**config.mk**
```make
export PLATFORM = sky130hd
export DESIGN_NAME = debounce_pio
export DESIGN_NICKNAME = d
export VERILOG_FILES = /design/src/rtl/debounce_pio.sv
export SDC_FILE = /design/constraint.sdc
export NUM_CORES = 1
export LEC_CHECK = 0
export ABC_CLOCK_PERIOD_IN_PS = 7500
export CAP_MARGIN = 20
export CORE_MARGIN = 4
export CORE_UTILIZATION = 41
export DETAILED_ROUTE_END_ITERATION = 16
export PLACE_DENSITY = 0.54
export SLEW_MARGIN = 20
export SYNTH_ARGS = -nofsm -noshare
export SYNTH_HDL_FRONTEND = slang
export SYNTH_SLANG_ARGS = --single-unit
```
**constraint.sdc**
```tcl
create_clock -name clk -period 7.5 [get_ports clk]
set_input_delay 1.5 -clock clk [delete_from_list [all_inputs] [get_ports clk]]
set_output_delay 1.5 -clock clk [all_outputs]
set_load 0.01 [all_outputs]
```
**src/rtl/debounce_pio.sv**
```systemverilog
// debounce_pio: N-channel input conditioner for buttons, switches and slow
// status pins. Each channel is synchronised, polarity-normalised, debounced by
// a stable-count filter and turned into rise/fall/long-press events. Events
// latch into sticky pending flags that combine into one level interrupt.
//
// Ports:
//   clk      system clock, rising edge
//   rst      asynchronous, active-high reset
//   in_i     raw asynchronous pin levels
//   state_o  debounced, normalised level (1 = active)
//   rise_o   one-cycle pulse when state_o goes 0->1
//   fall_o   one-cycle pulse when state_o goes 1->0
//   long_o   one-cycle pulse once per press at the long-press threshold
//   ien_i    pending-to-interrupt enable
//   clr_i    pending clear strobe, write-1-to-clear
//   pend_o   sticky pending flags
//   irq_o    |(pend_o & ien_i)
module debounce_pio #(
  parameter int unsigned    N        = 4,
  parameter int unsigned    DEBOUNCE = 327680,
  parameter int unsigned    LONG     = 32768000,
  parameter logic [N-1:0]   INV      = '0
) (
  input  logic         clk,
  input  logic         rst,
  input  logic [N-1:0] in_i,
  output logic [N-1:0] state_o,
  output logic [N-1:0] rise_o,
  output logic [N-1:0] fall_o,
  output logic [N-1:0] long_o,
  input  logic [N-1:0] ien_i,
  input  logic [N-1:0] clr_i,
  output logic [N-1:0] pend_o,
  output logic         irq_o
);

  localparam int unsigned DW = $clog2(DEBOUNCE);
  localparam int unsigned LW = $clog2(LONG);
  localparam logic [DW-1:0] DMAX = DW'(DEBOUNCE - 1);
  localparam logic [LW-1:0] LMAX = LW'(LONG - 1);
  localparam logic [LW-1:0] LPRE = LW'(LONG - 2);

  logic [N-1:0]  s1;
  logic [N-1:0]  s2;
  logic [N-1:0]  norm;
  logic [N-1:0]  state;
  logic [N-1:0]  rise;
  logic [N-1:0]  fall;
  logic [N-1:0]  lng;
  logic [N-1:0]  pend;
  logic [DW-1:0] cnt  [N];
  logic [LW-1:0] hold [N];

  // Synchroniser resets to the idle pin level so norm is 0 out of reset.
  always_ff @(posedge clk or posedge rst) begin
    if (rst) begin
      s1 <= INV;
      s2 <= INV;
    end else begin
      s1 <= in_i;
      s2 <= s1;
    end
  end

  assign norm = s2 ^ INV;

  // Accept a change only after DEBOUNCE consecutive differing samples; any
  // agreement with the current state restarts the count.
  always_ff @(posedge clk or posedge rst) begin
    if (rst) begin
      state <= '0;
      rise  <= '0;
      fall  <= '0;
      for (int unsigned i = 0; i < N; i++) begin
        cnt[i] <= '0;
      end
    end else begin
      for (int unsigned i = 0; i < N; i++) begin
        rise[i] <= 1'b0;
        fall[i] <= 1'b0;
        if (norm[i] == state[i]) begin
          cnt[i] <= '0;
        end else if (cnt[i] == DMAX) begin
          state[i] <= norm[i];
          rise[i]  <= norm[i];
          fall[i]  <= ~norm[i];
          cnt[i]   <= '0;
        end else begin
          cnt[i] <= cnt[i] + 1'b1;
        end
      end
    end
  end

  // Hold counter saturates at LONG-1; long fires on the edge that loads
  // LONG-1, so saturation guarantees a single pulse per press.
  always_ff @(posedge clk or posedge rst) begin
    if (rst) begin
      lng <= '0;
      for (int unsigned i = 0; i < N; i++) begin
        hold[i] <= '0;
      end
    end else begin
      for (int unsigned i = 0; i < N; i++) begin
        if (!state[i]) begin
          hold[i] <= '0;
          lng[i]  <= 1'b0;
        end else begin
          lng[i] <= (hold[i] == LPRE);
          if (hold[i] != LMAX) begin
            hold[i] <= hold[i] + 1'b1;
          end
        end
      end
    end
  end

  // A new event wins over a simultaneous clear.
  always_ff @(posedge clk or posedge rst) begin
    if (rst) begin
      pend <= '0;
    end else begin
      pend <= (pend & ~clr_i) | rise | fall | lng;
    end
  end

  assign state_o = state;
  assign rise_o  = rise;
  assign fall_o  = fall;
  assign long_o  = lng;
  assign pend_o  = pend;
  assign irq_o   = |(pend & ien_i);

endmodule

```
# After elaboration in Yosys (flattened, before gate mapping)
# Cells that the tools add are included.
[classes]
mux = 36
n_eq_ne = 20
bitwise = 14
n_reduce_logical = 5
add_sub_neg = 8
[ops]
columns = ["op", "n"]
rows = [
  ["2-to-1 mux 25 bit", 8],
  ["2-to-1 mux 19 bit", 8],
  ["adder 25 x 1 -> 25 bit (second input constant)", 4],
  ["== test 25 bit (second input constant)", 4],
  ["!= test 25 bit (second input constant)", 4],
  ["adder 19 x 1 -> 19 bit (second input constant)", 4],
  ["== test 19 bit (second input constant)", 4],
  ["2-to-1 mux 1 bit", 20],
  ["OR 4 bit", 3],
  ["AND 4 bit", 2],
  ["!= test 2 x 1 -> 1 bit (second input constant)", 4],
  ["inverter 1 bit", 8],
  ["AND reduction 2 bit", 4],
  ["== test 1 bit", 4],
  ["inverter 4 bit", 1],
  ["OR reduction 4 bit", 1],
]
[totals]
output_inout_bits = 21
input_bits = 14
regBits = 204
elab_cells = 101

# Depth between registers and ports, before layout
# Gate-level depths: netlist (run 1).
[logic_depth]
word_depth = 5
mapped_depth = 9
depth_no_buf = 6

# Worst setup path before layout (run 1)
# Ideal clock, no wire load.
[synth_timing]
kind = "input to output"
from = "in ien_i[0]"
to = "out irq_o"
arrival_time_ns = 1.764
path_stages = 2
required_ns = 6.000
n_path_buf = 0
setup_slack_ns = 4.236
path_cell_list = "a22oi_1 -> nand2_1"
[synth_between]
elab_chain_len = 2
[synth_rtl]
columns = ["element", "line_no", "rtl"]
rows = [
  ["from (decl)", "31", "input logic [N-1:0] ien_i,"],
  ["AND 4 bit", "132", "assign irq_o = |(pend & ien_i);"],
  ["OR reduction 4 bit", "132", ""],
  ["to (decl)", "34", "output logic irq_o"],
]
# Every way passes these cells.

# Worst setup path in the final report (run 1)
# Same ends and word-level chain as after synthesis.

==> metrics.md, run 1 <==
| Metric | Value |
|---|---|
| Outcome | complete, no violations |
| Crit-path max FO | 1 |
| Max Cap Viol | 0 |
| R2R setup slack | between 5000 and 6000 ps |
| Tot GR Track Use | 0.1521 |
| Period utilization | 0.5922 |
| CTS sink cnt | between 200 and 250 |
| Num CTS Buffers | 24 |
| Distinct cells, synth | 64 |
| Largest net degree at the start of global routing | 72 |
| Vias in the first global route | 7162 |
| First-pass GRT wire length | 34850 µm |
| Commonest cells after routing, fill and taps aside | dfrtp_1, nor2_1, nand2_1 |
| Final GP Congestion | 0.7789 |
| Reg2Reg Depth | 6 |
| F_max | around 0.23 GHz |
| Placed Area | 0.01070 mm² |
| Synth warn | 0 |
| Internal | 1.820 mW |
| WS Path Type | primary input to primary output |
| Met1 Wirelength | 10050 µm |
| Setup bufs post-CTS | 0 |
| DIE WIDTH | 164.8 µm |
| Detail Placement HPWL | 12840 µm |
| Sum Neg Setup Slack | 0 ps |
| Net Switching | 0.4877 mW |
| Post-route ant nets | 0 |
| HP Start | s1[2] |
| Flops & latches, synth | 204 |
| Post-synth EDFFs | 0 |
| Combinational Power Share | 0.019 |
| Non-Filler Instances | ~1400 |
| Synth Cell Area | 0.01008 mm² |
| Layout Nets | 1070 |
| Die Y | 164.8 µm |
| Leak | 4.667 nW |
| Hold EP | norm[2] |
| Row count | 57 |
| Grt ovf | 0 |
| Routed vias | 7170 |
| Maximum VDD drop | 0.0001605 V |
| Die Area | 0.02716 mm² |
| Final worst clock skew | 10.51 ps |
| Seq pwr share | 0.483 |
| Top_reg_cell synth | dfrtp_1 |
| Worst hold path class | flop to flop |
| Syn Nets | about 1000 |
| Pre-Repair DR Iteration Count | 4 |
| Top layer in use | met4 |
| Critical Path RT | 6000 ps |
| FF-to-FF Start | hold[0] |
| Syn_area_per_cell | 10.01 µm² |
| Worst setup SP type | primary input |
| Clock buffer depth | 3 |
| CP arrival | 2940 ps |
| # setup viols final | 0 |
| ANT cells | 0 |
| # fillers | 2290 |
| Hold path cells | 0 |
| Final standard cell area without fillers | 0.01151 mm² |
| Net Sw Frac | 0.2114 |
| Seq/Total Area, Yosys | 0.5065 |
| CP Capture Type | primary output |
| Max Slew Vio Count | 0 |
| Hold Fails Final Rpt | 0 |
| Worst slew pin tran | 934.2 ps |
| Initial DRC count | 454 |
| Per-cell routed wire length | 14.20 µm |
| R2r endpoint | hold[15] |
| Area grow syn2layout | 14.15% |
| Pwr/cell area | 200.5 mW/mm² |
| Fin crit period | 4442 ps |
| Cells after DPL | 1342 |
| Initial Util | 0.4157 |
| Vias per cell | 5.173 |
| DRT Wirelength | 19680 µm |
| Commonest non-fill, non-tap cell in the layout | dfrtp_1 |
| Post-synth ARST share | 1.000 |
| Hold Buf Count CTS | 0 |
| Clock Root Buffer | clkbuf_16 |
| Routed wl met3 | 557 µm |
| H-tree depth | 1 |
| IO Port Bufs | 34 |
| RSZ-0062 raised after global routing | no |
| Gate Count Post-Synth | 1007 |
| Total I/O pin count | 35 |
| Relative slew margins | 0.3772 |
| Ratio of cells with drive above 1 in the final layout | 0.07910 |
| Core footprint | 0.02425 mm² |
| TritonCTS clock tree | yes |
| Worst-path clk slew | about 50 ps |
| Initial antenna violation count | 0 |
| Post-CTS Resized | 0 |
| # DRC | 0 |
| Clock share of power | 0.498 |
| Clk Latency, worst-skew pair | 500 ps |
| Metal2 WL | 8636 µm |
stage by stage:
stage               power (mW)  setup WS, ps  hold slack (ps)    util
detailed placement       1.182          2953            337.9  0.4413
global placement         1.182          2938            335.3  0.4413
CTS                      2.353          2953            351.2  0.4741
finish                   2.307          3059            352.0  0.4745
floorplan                1.162         432.6            331.2       -
global route             2.409          3003            353.7  0.4745
sequential cells by signal (all words and copies together) (netlist names):
| register | flops |
|---|---|
| hold | 100 |
| cnt | 76 |
| s1 | 4 |
| long_o | 4 |
| pend_o | 4 |
| state_o | 4 |
| fall_o | 4 |
| norm | 4 |
| rise_o | 4 |
area by class of cell:
cell class / instances / area, µm² / share of cell area
Tap cell: 324 / 405.4 / 0.03523
Inverter: 21 / 86.33 / 0.007503
Timing Repair Buffer: 38 / 370.4 / 0.03219
Clock inverter: 11 / 80.08 / 0.006960
Multi-Input combinational cell: 755 / 4743 / 0.4122
Clock buffer: 33 / 715.7 / 0.06220
Sequential cell: 204 / 5105 / 0.4437
worst max-delay path by stage:
| stage | start | to | slack [ps] | cells past startpoint |
|---|---|---|---|---|
| global route | ien_i[0] | irq_o | 3000 | 4 |
| detailed placement | ien_i[0] | irq_o | 2950 | 4 |
| finish | ien_i[0] | irq_o | 3060 | 4 |
| floorplan | rst | cnt[0] | 430 | 1 |
| global placement | ien_i[0] | irq_o | 2940 | 4 |
| CTS | ien_i[0] | irq_o | 2950 | 4 |
layer usage:
layer / global-route usage / vias to the layer above
li1: - / 3620
met1: 0.2195 / 3461
met2: 0.2402 / 67
met3: 0.02595 / 22
met4: 0.03705 / 0
met5: 0 / -
cells by family (layout without fill, tap and decap cells):
family                   count (synthesis)  after routing  synth area share
flip-flops                             204            204            0.5065
AND/OR/NAND/NOR                        513            513            0.2735
XOR/XNOR                               125            125            0.1086
AO/OA/AOI/OAI                           96             96           0.06331
adder cells (fa/ha/maj)                 12             12           0.01490
multiplexers                             9              9          0.009434
buffers and inverters                   48            103           0.02383
worst max-delay path, stage by stage:
cell and delay [ps]:
clkdlybuf4s50_1 400, a22oi_1 440, nand2_1 110, clkdlybuf4s50_1 490
power groups by stage:
stage          sequential [mW]  combinational, mW  clock [mW]
2_1_floorplan             1.13             0.0287           0
3_3_place_gp              1.13             0.0471           0
3_5_place_dp              1.13             0.0470           0
4_1_cts                   1.11             0.0472        1.19
5_1_grt                   1.12             0.0529        1.24
6_report                  1.12             0.0441        1.15
synthesized netlist by cell type (7+ instances only):
master,count,area share
o21ai_0,17,0.0084
and4_1,18,0.016
xnor2_1,58,0.050
or3_1,12,0.0074
nand4_1,41,0.025
and2_1,17,0.011
nor4_1,11,0.0068
a211oi_1,8,0.0060
or4_1,10,0.0074
o31ai_1,10,0.0074
ha_1,12,0.015
nor2_1,161,0.060
xor2_1,67,0.058
nand2b_1,9,0.0056
nand2_1,76,0.028
o21ai_1,7,0.0035
nor3_1,24,0.012
nand3_1,63,0.031
clkbuf_1,13,0.0048
and3_1,25,0.016
dfrtp_1,204,0.51
nor3b_1,8,0.0060
nor4_2,8,0.0099
inv_1,20,0.0074
a21oi_1,20,0.0099
Note: power is estimated with default switching activity, not from simulation.
==> run 2: changes to the inputs <==
--- a/config.mk
+++ b/config.mk
@@ -5,7 +5,7 @@
 export SDC_FILE = /design/constraint.sdc
 export NUM_CORES = 1
 export LEC_CHECK = 0
-export ABC_CLOCK_PERIOD_IN_PS = 7500
+export ABC_CLOCK_PERIOD_IN_PS = 4300
 export CAP_MARGIN = 20
 export CORE_MARGIN = 4
 export CORE_UTILIZATION = 41
==> constraint.sdc (replaced) <==
create_clock -name clk -period 4.3 [get_ports clk]
set_input_delay 0.86 -clock clk [delete_from_list [all_inputs] [get_ports clk]]
set_output_delay 0.86 -clock clk [all_outputs]
set_load 0.01 [all_outputs]
==> run 2 against run 1 <==
Core utilization up 0.19 points. Clock power up 83%. Largest cell class unchanged. Design area up 0.40%. Global-route usage down 0.67 points. Non-clock buffer count down 1. Setup slack worse by 1600 ps. Sequential share of layout area down 0.18 points. Critical path type unchanged. Die area unchanged. Sequential power up 73%. Cell count about the same. Count of clock-buffer cells in the layout up 3.
==> metrics.md, run 2 (synthesis results as in run 1) <==
| Metric | Value |
|---|---|
| # setup viols final | 0 (unchanged) |
| Final worst clock skew | 8.164 ps (-2.348 ps) |
| Commonest cells after routing, fill and taps aside | dfrtp_1, nor2_1, nand2_1 |
| Detail Placement HPWL | 12230 µm (-4.8%) |
| Worst-path clk slew | 50 ps (about the same) |
| Post-CTS Resized | 0 (unchanged) |
| Hold Buf Count CTS | 0 (unchanged) |
| Core footprint | 0.02425 mm² (unchanged) |
| RSZ-0062 raised after global routing | no |
| Largest regs | hold (100), cnt (76) |
| F_max | about 0.35 GHz |
| Reg2Reg Depth | 6 (unchanged) |
| Largest Register | hold |
| Commonest non-fill, non-tap cell in the layout | dfrtp_1 |
| FF-to-FF Start | hold[50] |
| Worst setup SP type | primary input |
| Fin crit period | 2861 ps |
| Ratio of cells with drive above 1 in the final layout | 0.07446 (-0.004638) |
| Net Switching | 0.8519 mW (+75%) |
| Non-Filler Instances | 1385 (-0.072%) |
| Period utilization | 0.6654 |
| Crit-path max FO | 1 (unchanged) |
| Pwr/cell area | 358.2 mW/mm² (+79%) |
| Initial antenna violation count | 0 (unchanged) |
| First-pass GRT wire length | 33350 µm (-4.3%) |
| Row count | 57 (unchanged) |
| Worst slew pin tran | 961.8 ps (+27.55 ps) |
| WS Path Type | primary input to primary output |
| Die Y | 164.8 µm (unchanged) |
| Setup WS pre-CTS | 1440 ps (-1513 ps) |
| Initial DRC count | 419 (-7.7%) |
| Die Area | 0.02716 mm² (unchanged) |
| Cells after DPL | 1341 (-0.075%) |
| Layout Nets | 1069 (-0.093%) |
| Clock share of power | 0.511 (+0.013) |
| Combinational Power Share | 0.019 (about the same) |
| Grt ovf | 0 (unchanged) |
| Vias per cell | 5.178 (about the same) |
| Internal | 3.286 mW (+81%) |
| Leak | 4.646 nW (-0.44%) |
| Num CTS Buffers | 24 (unchanged) |
| Initial Util | 0.4157 (unchanged) |
| CP Capture Type | primary output |
| R2r endpoint | hold[63] |
| Largest net degree at the start of global routing | 118 (+64%) |
| DIE WIDTH | 164.8 µm (unchanged) |
| ANT cells | 0 (unchanged) |
| Clock buffer depth | 3 (unchanged) |
| H-tree depth | 1 (unchanged) |
| # DRC | 0 (unchanged) |
| Pre-Repair DR Iteration Count | 4 (unchanged) |
| CP arrival | 2000 ps (-940 ps) |
| Hold slack | 345.3 ps (-6.663 ps) |
| Outcome | complete, no violations |
| Tot GR Track Use | 0.1454 (-0.006708) |
| Max Slew Vio Count | 0 (unchanged) |
| Final standard cell area without fillers | 0.01155 mm² (+0.40%) |
| Maximum VDD drop | 0.0002603 V (+62%) |
| Hold Fails Final Rpt | 0 (unchanged) |
| Min setup slack post-route | 1439 ps (-1620 ps) |
| Final GP Congestion | 0.7897 (+1.4%) |
| Critical path launch point | ien_i[0] |
| Largest register FFs | 100 (unchanged) |
| Area grow syn2layout | 14.61% |
| Sum Neg Setup Slack | 0 ps (unchanged) |
| Net Sw Frac | 0.2059 (-0.005506) |
| Max Cap Viol | 0 (unchanged) |
| Setup bufs post-CTS | 0 (unchanged) |
| Worst hold path class | flop to flop |
| Critical Path RT | 3440 ps (-2560 ps) |
| Crit path to | irq_o |
| Routed vias | 7171 (+0.014%) |
| TritonCTS clock tree | yes |
| Vias in the first global route | 6880 (-3.9%) |
| Total I/O pin count | 35 (unchanged) |
| Relative slew margins | 0.3535 (-0.02370) |
| Post-route ant nets | 0 (unchanged) |
| Seq pwr share | 0.470 (-0.013) |
| Per-cell routed wire length | 13.77 µm (-3.0%) |
| CTS sink cnt | 204 (unchanged) |
| Clock Root Buffer | clkbuf_16 |
| DRT Wirelength | 19080 µm (-3.1%) |
| IO Port Bufs | 34 (unchanged) |
| R2R setup slack | 1810 ps (-3260 ps) |
| Placed Area | 0.01072 mm² (+0.13%) |
| Clk Latency, worst-skew pair | 510 ps (about the same) |
## run 2: cell count changes in the layout (fill, tap and decap cells not counted)
cell and delta:
bufinv_16 +2, nor4_2 +1, buf_12 +2, clkbuf_1 +4
inv_8 -1, clkinv_2 -7, nor4_4 -1, clkbuf_8 -1
buf_4 -3, clkinvlp_4 +3
## run 2: power by group through the flow
stage	Combinational, mW	Clock [mW]	Sequential (mW)
after floorplan	0.0505	0	1.98
after global placement	0.0847	0	1.98
after detailed placement	0.0845	0	1.98
after CTS	0.0851	2.18	1.94
after global routing	0.0943	2.26	1.95
final	0.0794	2.11	1.94
## run 2: through the flow
step | utilization | power [mW]
global route | 0.4764 | 4.300
floorplan | - | 2.028
global placement | 0.4419 | 2.064
detailed placement | 0.4419 | 2.063
CTS | 0.4764 | 4.208
finish | 0.4764 | 4.138
## run 2: routing by layer
metal	track usage	wire [µm]	vias to the layer above
li1	-	-	3618
met1	0.2143	9773	3445
met2	0.2233	8189	79
met3	0.02496	681	29
met4	0.03743	430	0
met5	0	0	-
## run 2: worst min path at each step
| stage | depth (start not counted) | slack [ps] | endpoint | from |
|---|---|---|---|---|
| after global routing | 0 | 350 | norm[3] | s1[3] |
| after global placement | 0 | 330 | norm[1] | s1[1] |
| final | 0 | 350 | norm[1] | s1[1] |
| after detailed placement | 0 | 340 | norm[3] | s1[3] |
| after CTS | 0 | 350 | norm[1] | s1[1] |
| after floorplan | 0 | 330 | norm[0] | s1[0] |
## run 2: final cells by class
cell class              instances  area [µm²]
well taps                     324       405.4
flip-flops and latches        204        5105
multi-input cells             755        4735
repair buffers                 37       387.9
inverters                      21       82.58
clock buffers                  36       716.9
fillers                      2326       12700
clock inverters                 8       120.1
## run 2: critical path, cell delays in order
cell and delay [ps]:
clkdlybuf4s50_1 460, a22oi_1 80, nand2_1 80, clkdlybuf4s50_1 530
